--- config.mk ---
export PLATFORM = sky130hd
export DESIGN_NAME = alu_bcd_scan_display_flat
export DESIGN_NICKNAME = d
export VERILOG_FILES = /design/src/rtl/alu_bcd_scan_display_if.sv /design/src/rtl/alu_bcd_scan_display.sv /design/src/flat_wrapper.sv
export SDC_FILE = /design/constraint.sdc
export NUM_CORES = 1
export LEC_CHECK = 0
export ABC_AREA = 1
export CAP_MARGIN = 20
export CORE_ASPECT_RATIO = 1.4
export CORE_MARGIN = 5
export CORE_UTILIZATION = 65
export DETAILED_ROUTE_END_ITERATION = 12
export PLACE_DENSITY = 0.86
export SYNTH_ARGS = -nofsm -noshare
export SYNTH_HDL_FRONTEND = slang
export SYNTH_SLANG_ARGS = --single-unit
--- constraint.sdc ---
create_clock -name clk -period 3.3 [get_ports clk]
set_clock_uncertainty 0.05 [all_clocks]
set_input_delay 0.33 -clock clk [delete_from_list [all_inputs] [get_ports clk]]
set_output_delay 0.33 -clock clk [all_outputs]
set_load 0.01 [all_outputs]
--- src/rtl/alu_bcd_scan_display_if.sv ---
// Bus between the board switches/buttons and the ALU/BCD/7-segment display engine.
// The master side drives operands and control; the slave side returns status and display pins.
interface alu_bcd_scan_display_if #(
  parameter int WIDTH  = 8,
  parameter int DIGITS = 4
);
  logic              EN;
  logic              start;
  logic [WIDTH-1:0]  A;
  logic [WIDTH-1:0]  B;
  logic [1:0]        OP_Code;
  logic              busy;
  logic              done;
  logic [WIDTH:0]    result;
  logic              neg;
  logic              ovf;
  logic [6:0]        seg;
  logic [DIGITS-1:0] an;

  modport master (
    output EN, start, A, B, OP_Code,
    input  busy, done, result, neg, ovf, seg, an
  );

  modport slave (
    input  EN, start, A, B, OP_Code,
    output busy, done, result, neg, ovf, seg, an
  );
endinterface

--- src/rtl/alu_bcd_scan_display.sv ---
// ALU whose magnitude is converted to decimal by a serial double-dabble engine
// and shown on a scanned, common-anode multi-digit 7-segment display.
module alu_bcd_scan_display #(
  parameter int WIDTH       = 8,
  parameter int DIGITS      = 4,
  parameter int REFRESH_DIV = 100000
) (
  input logic                  clk,
  input logic                  rst_n,
  alu_bcd_scan_display_if.slave bus
);

  localparam int MW  = WIDTH + 1;
  localparam int BW  = 4 * DIGITS;
  localparam int SW  = BW + MW;
  localparam int ITW = $clog2(MW + 1);
  localparam int CW  = $clog2(REFRESH_DIV);
  localparam int IW  = $clog2(DIGITS);

  localparam logic [6:0] SEG_ZERO  = 7'b1000000;
  localparam logic [6:0] SEG_DASH  = 7'b0111111;
  localparam logic [6:0] SEG_E     = 7'b0000110;
  localparam logic [6:0] SEG_BLANK = 7'b1111111;

  function automatic logic [63:0] pow10(input int n);
    logic [63:0] p;
    p = 64'd1;
    for (int i = 0; i < n; i++) p = p * 64'd10;
    return p;
  endfunction

  // A negative value gives up the top digit to the sign.
  localparam logic [63:0] LIM_POS = pow10(DIGITS) - 64'd1;
  localparam logic [63:0] LIM_NEG = pow10(DIGITS - 1) - 64'd1;

  function automatic logic [6:0] segOf(input logic [3:0] v);
    case (v)
      4'd0:    segOf = 7'b1000000;
      4'd1:    segOf = 7'b1111001;
      4'd2:    segOf = 7'b0100100;
      4'd3:    segOf = 7'b0110000;
      4'd4:    segOf = 7'b0011001;
      4'd5:    segOf = 7'b0010010;
      4'd6:    segOf = 7'b0000010;
      4'd7:    segOf = 7'b1111000;
      4'd8:    segOf = 7'b0000000;
      4'd9:    segOf = 7'b0010000;
      default: segOf = SEG_BLANK;
    endcase
  endfunction

  typedef enum logic [1:0] {
    S_IDLE,
    S_CALC,
    S_CONV,
    S_DONE
  } state_t;

  state_t           r_state;
  state_t           w_next;
  logic [WIDTH-1:0] r_a;
  logic [WIDTH-1:0] r_b;
  logic [1:0]       r_op;
  logic [MW-1:0]    r_magPend;
  logic             r_negPend;
  logic             r_ovfPend;
  logic [SW-1:0]    r_shift;
  logic [ITW-1:0]   r_iter;
  logic             r_busy;
  logic             r_done;
  logic [MW-1:0]    r_result;
  logic             r_neg;
  logic             r_ovf;
  logic [6:0]       r_disp [DIGITS];
  logic [CW-1:0]    r_refCnt;
  logic [IW-1:0]    r_digIdx;
  logic [6:0]       r_seg;
  logic [DIGITS-1:0] r_an;

  logic [MW-1:0]    w_mag;
  logic             w_neg;
  logic             w_ovf;
  logic [SW-1:0]    w_adj;
  logic [6:0]       w_dispNext [DIGITS];

  always_ff @(posedge clk) begin
    if (!rst_n) r_state <= S_IDLE;
    else        r_state <= w_next;
  end

  always_comb begin
    w_next = r_state;
    case (r_state)
      S_IDLE: if (bus.start) w_next = S_CALC;
      S_CALC: w_next = S_CONV;
      S_CONV: if (r_iter == ITW'(MW - 1)) w_next = S_DONE;
      S_DONE: w_next = S_IDLE;
      default: w_next = S_IDLE;
    endcase
  end

  always_comb begin
    w_mag = '0;
    w_neg = 1'b0;
    case (r_op)
      2'b00: w_mag = {1'b0, r_a} + {1'b0, r_b};
      2'b01: begin
        if (r_a >= r_b) begin
          w_mag = {1'b0, r_a} - {1'b0, r_b};
        end else begin
          w_mag = {1'b0, r_b} - {1'b0, r_a};
          w_neg = 1'b1;
        end
      end
      2'b10: w_mag = {1'b0, r_a | r_b};
      default: w_mag = {1'b0, r_a ^ r_b};
    endcase
    w_ovf = w_neg ? (64'(w_mag) > LIM_NEG) : (64'(w_mag) > LIM_POS);
  end

  // Double-dabble correction: every BCD nibble of 5 or more gets +3 before the shift.
  always_comb begin
    w_adj = r_shift;
    for (int d = 0; d < DIGITS; d++) begin
      if (r_shift[MW + 4*d +: 4] >= 4'd5)
        w_adj[MW + 4*d +: 4] = r_shift[MW + 4*d +: 4] + 4'd3;
    end
  end

  always_comb begin
    for (int d = 0; d < DIGITS; d++) begin
      w_dispNext[d] = segOf(r_shift[MW + 4*d +: 4]);
      if (r_ovfPend)                      w_dispNext[d] = SEG_E;
      else if (r_negPend && d == DIGITS-1) w_dispNext[d] = SEG_DASH;
    end
  end

  always_ff @(posedge clk) begin
    if (!rst_n) begin
      r_a       <= '0;
      r_b       <= '0;
      r_op      <= '0;
      r_magPend <= '0;
      r_negPend <= 1'b0;
      r_ovfPend <= 1'b0;
      r_shift   <= '0;
      r_iter    <= '0;
      r_busy    <= 1'b0;
      r_done    <= 1'b0;
      r_result  <= '0;
      r_neg     <= 1'b0;
      r_ovf     <= 1'b0;
      for (int d = 0; d < DIGITS; d++) r_disp[d] <= SEG_ZERO;
    end else begin
      r_done <= 1'b0;
      case (r_state)
        S_IDLE: begin
          if (bus.start) begin
            r_a    <= bus.A;
            r_b    <= bus.B;
            r_op   <= bus.OP_Code;
            r_busy <= 1'b1;
          end
        end
        S_CALC: begin
          r_magPend <= w_mag;
          r_negPend <= w_neg;
          r_ovfPend <= w_ovf;
          r_shift   <= {{BW{1'b0}}, w_mag};
          r_iter    <= '0;
        end
        S_CONV: begin
          r_shift <= w_adj << 1;
          r_iter  <= r_iter + ITW'(1);
        end
        default: begin
          r_result <= r_magPend;
          r_neg    <= r_negPend;
          r_ovf    <= r_ovfPend;
          r_done   <= 1'b1;
          r_busy   <= 1'b0;
          for (int d = 0; d < DIGITS; d++) r_disp[d] <= w_dispNext[d];
        end
      endcase
    end
  end

  // Scanner free-runs regardless of EN so blanking never shifts the digit phase.
  always_ff @(posedge clk) begin
    if (!rst_n) begin
      r_refCnt <= '0;
      r_digIdx <= '0;
      r_seg    <= SEG_BLANK;
      r_an     <= '1;
    end else begin
      if (r_refCnt == CW'(REFRESH_DIV - 1)) begin
        r_refCnt <= '0;
        r_digIdx <= (r_digIdx == IW'(DIGITS - 1)) ? '0 : r_digIdx + IW'(1);
      end else begin
        r_refCnt <= r_refCnt + CW'(1);
      end
      r_seg <= bus.EN ? r_disp[r_digIdx] : SEG_BLANK;
      r_an  <= bus.EN ? ~(DIGITS'(1) << r_digIdx) : '1;
    end
  end

  assign bus.busy   = r_busy;
  assign bus.done   = r_done;
  assign bus.result = r_result;
  assign bus.neg    = r_neg;
  assign bus.ovf    = r_ovf;
  assign bus.seg    = r_seg;
  assign bus.an     = r_an;

endmodule

--- src/flat_wrapper.sv ---
// flat-port wrapper written by rule: the top's interface ports become plain ports
module alu_bcd_scan_display_flat 
#(
  parameter int WIDTH       = 8,
  parameter int DIGITS      = 4,
  parameter int REFRESH_DIV = 100000
)
  (clk, rst_n, bus_EN, bus_start, bus_A, bus_B, bus_OP_Code, bus_busy, bus_done, bus_result, bus_neg, bus_ovf, bus_seg, bus_an);
  alu_bcd_scan_display_if #(.WIDTH(WIDTH), .DIGITS(DIGITS)) bus_i ();
  input logic clk;
  input logic rst_n;
  input wire logic [$bits(bus_i.EN)-1:0] bus_EN;
  input wire logic [$bits(bus_i.start)-1:0] bus_start;
  input wire logic [$bits(bus_i.A)-1:0] bus_A;
  input wire logic [$bits(bus_i.B)-1:0] bus_B;
  input wire logic [$bits(bus_i.OP_Code)-1:0] bus_OP_Code;
  output wire logic [$bits(bus_i.busy)-1:0] bus_busy;
  output wire logic [$bits(bus_i.done)-1:0] bus_done;
  output wire logic [$bits(bus_i.result)-1:0] bus_result;
  output wire logic [$bits(bus_i.neg)-1:0] bus_neg;
  output wire logic [$bits(bus_i.ovf)-1:0] bus_ovf;
  output wire logic [$bits(bus_i.seg)-1:0] bus_seg;
  output wire logic [$bits(bus_i.an)-1:0] bus_an;
  assign bus_i.EN = bus_EN;
  assign bus_i.start = bus_start;
  assign bus_i.A = bus_A;
  assign bus_i.B = bus_B;
  assign bus_i.OP_Code = bus_OP_Code;
  assign bus_busy = bus_i.busy;
  assign bus_done = bus_i.done;
  assign bus_result = bus_i.result;
  assign bus_neg = bus_i.neg;
  assign bus_ovf = bus_i.ovf;
  assign bus_seg = bus_i.seg;
  assign bus_an = bus_i.an;
  alu_bcd_scan_display #(.WIDTH(WIDTH), .DIGITS(DIGITS), .REFRESH_DIV(REFRESH_DIV)) u_core (.clk(clk), .rst_n(rst_n), .bus(bus_i));
endmodule
==> results.yml <==
placed_design:
  dpl.hpwl_um: 13890
  gp_congestion: 1.017
  port-buffer-count: 44
detailed_routing:
  dr.pass1.iters: 5
  drc: 0
  vias: 7080
  avgRoutedWirePerCell_um: 14.75
  routed_via_density: 5.510
  drt_iter0_markers: 318
  final_antenna_net_count: 0
  drt_wl_total_um: 18950
cells_and_area:
  nets: 1215
  layout-area-overhead-vs-synth_pct: 13.09
  fin_util_pct: 74.60
  mostFrequentLayoutCells: "205 x nand2_1, 160 x inv_1, 129 x dfxtp_1, 82 x nor2_1, 76 x a21oi_1"
  layout_commonest_cell: "nand2_1"
  n_antenna_cell: 0
  layout-drive-gt1-share_pct: 9.276
yosys:
  synth_ff_type: "dfxtp_1"
  yosysTopAreaCell: "dfxtp_1"
  syn_area_per_cell_sq_um: 7.774
  netlist.area_leader.share_pct: 30.70
  yosysSeqAreaShare_pct: 40.70
  synthCells: 1082
  ys_seq_elements: 157
  synth_area_leaders: "dfxtp_1 31%, ha_1 11%, edfxtp_1 10%, nand2_1 9.1%, inv_1 7.1%"
  ys_types: 53
  synth_edf_count: 28
  netlist_area_sq_mm: 0.008412
  synth_fp_nets: 1178
  async_flop_share_pct: 0
  ys_warn_count: 0
clocking:
  clk_pin_slew_ns: 0.06
  cts_resized: 0
  clock_latency_ns: 0.42
  cts_tree: "built"
  postCtsSetupBuffers: 0
  htreeDepth: 4
  cts_buffers: 17
  holdBufCountCts: 0
  cts_root_buffer: "clkbuf_16"
  clockBufferDepth: 2
  cts.sinks: 157
critical_path:
  start_kind: "register"
  crit_required_ns: 3.56
  cpPeakStageDelay_ns: 0.37
  cp-end-kind: "register"
  path_max_fanout: 21
  worstPathCellList: "inv_1 -> ha_1 -> nand2_2 -> a21oi_1 -> o21ai_0 -> o21ai_1 -> nand2_1 -> inv_1 -> ha_1 -> nand2_1 -> nand2_1 -> nand2_1 -> nand2_1"
  path_class: "reg2reg"
  worstPathArrival_ns: 2.83
  cp_slowest_cell: "dfxtp_1"
  crit_top_cell: "nand2_1"
timing:
  finalSetupViolations: 0
  tightestPinTransition_ns: 0.9492
  rsz0062_at_grt: "no"
  slew_headroom_pct: 36.57
  finalCritPeriodShare_pct: 78.03
  max_freq_ghz: 0.3883
  tns_ns: 0
  drv_slew: 0
  min_period_ns: 2.575
  hold_viol_final: 0
grt:
  globalRouteTotalUtil_pct: 25.59
  grt_max_degree: 45
  grt_pass1_vias: 6925
  grt_pass1_wl_um: 31130
  grt-ovfl-total: 0
  antenna_found_initial: 0
floorplanning:
  fp.dieW_um: 106.1
  io_pins: 46
  coreArea_sq_mm: 0.01275
  initial_core_util_pct: 65.96
  num_rows: 49
  dieArea_sq_mm: 0.01535
  dieHeight_um: 144.6
power_and_ir_drop:
  p_leak_nw: 4.020
  vdd_drop_max_mv: 0.5159
  pwr_density_cell_mw_per_mm2: 715.9
run:
  maxCapViolations: 0
hold_path:
  hp-class: "reg2reg"
outcome:
  outcome: "finished clean"
## cells in the mapped netlist, types with 12 or more instances
library cell,n
o21ai_0,69
nor2_1,82
dfxtp_1,129
nand2_1,205
inv_1,160
inv_2,12
a21oi_1,76
nand4_1,14
edfxtp_1,28
nand3_1,44
o21ai_1,22
ha_1,71
o211ai_1,17
or2_2,16
clkbuf_1,16
## final timing paths
path / from / end / slack, ns / cells past startpoint
min reg2reg: u_core.r_magPend[4] / u_core.bus.result[4] / 0.42 / 2
max reg2reg: u_core.r_state[1] / register / 0.72 / 13
max: u_core.r_state[1] / register / 0.72 / 13
min: u_core.r_magPend[4] / u_core.bus.result[4] / 0.42 / 2
## stage by stage
stage                     area (sq um)  instances  hold WS (ns)  worst slack, ns  power [mW]
after floorplan                   8412       1082        0.3731            1.024       4.208
after global placement            8915       1253        0.3827           0.7943       4.745
after detailed placement          8915       1253        0.3957           0.8032       4.776
after CTS                         9513       1285        0.4132           0.7411       6.770
after global routing              9513       1285        0.4484           0.4316       7.198
final                             9513       1285        0.4158           0.7250       6.811
## registers in the layout (all words and copies together) (netlist names), named ones only
register and flops:
u_core.bus.done 1, u_core.r_negPend 1, u_core.r_a 8, u_core.r_shift 25, u_core.r_refCnt 17, u_core.r_disp 28
u_core.bus.result 9, u_core.r_op 2, u_core.r_magPend 9, u_core.w_dispNext 21, u_core.r_iter 4, u_core.r_digIdx 2
u_core.r_state 2, u_core.r_b 8, u_core.bus.seg 7, u_core.bus.busy 1, u_core.bus.an 4, u_core.bus.neg 1
## per-layer routing
metal,up-vias,part of all wire [%],track usage [%]
met2,201,55,50.75
li1,3590,-,-
met4,0,4.7,14.87
met3,59,3.9,4.332
met5,-,0,0
met1,3230,37,24.40
## critical path, delay by kind of cell, from the launching register on
family,cells,cell delay (ns)
adders and majority gates,2,0.58
AOI/OAI and AO/OA,3,0.49
and+or+nand+nor,6,0.71
buffers and inverters,2,0.24
DFF,1,0.37
## kinds of logic (layout without fill, tap and decap cells)
group | count (synthesis) | in the layout | synth area share [%]
xor gates and xnor gates | 8 | 8 | 0.8330
other | 1 | 1 | 0.04458
buffers and inverters | 208 | 258 | 9.921
muxes | 1 | 1 | 0.1190
and+or+nand+nor | 402 | 402 | 21.15
DFF | 157 | 157 | 40.70
AOI/OAI and AO/OA | 231 | 231 | 15.96
adders and majority gates | 74 | 74 | 11.27
## final cells by class
class / count / area, sq um
Clock buffer: 19 / 432.9
Clock inverter: 13 / 165.2
Fill cell: 965 / 3239
Inverter: 177 / 668.1
Multi-Input combinational cell: 717 / 4154
Sequential cell: 157 / 3423
Tap cell: 153 / 191.4
Timing Repair Buffer: 49 / 478.0
## report_power, final
| group | leakage (nW) | switching [mW] | internal (mW) |
|---|---|---|---|
| logic | 2.41 | 1.72 | 0.785 |
| clock network | 0.287 | 0.800 | 1.20 |
| registers | 1.33 | 0.131 | 2.18 |
Note: power is estimated with default switching activity, not from simulation.
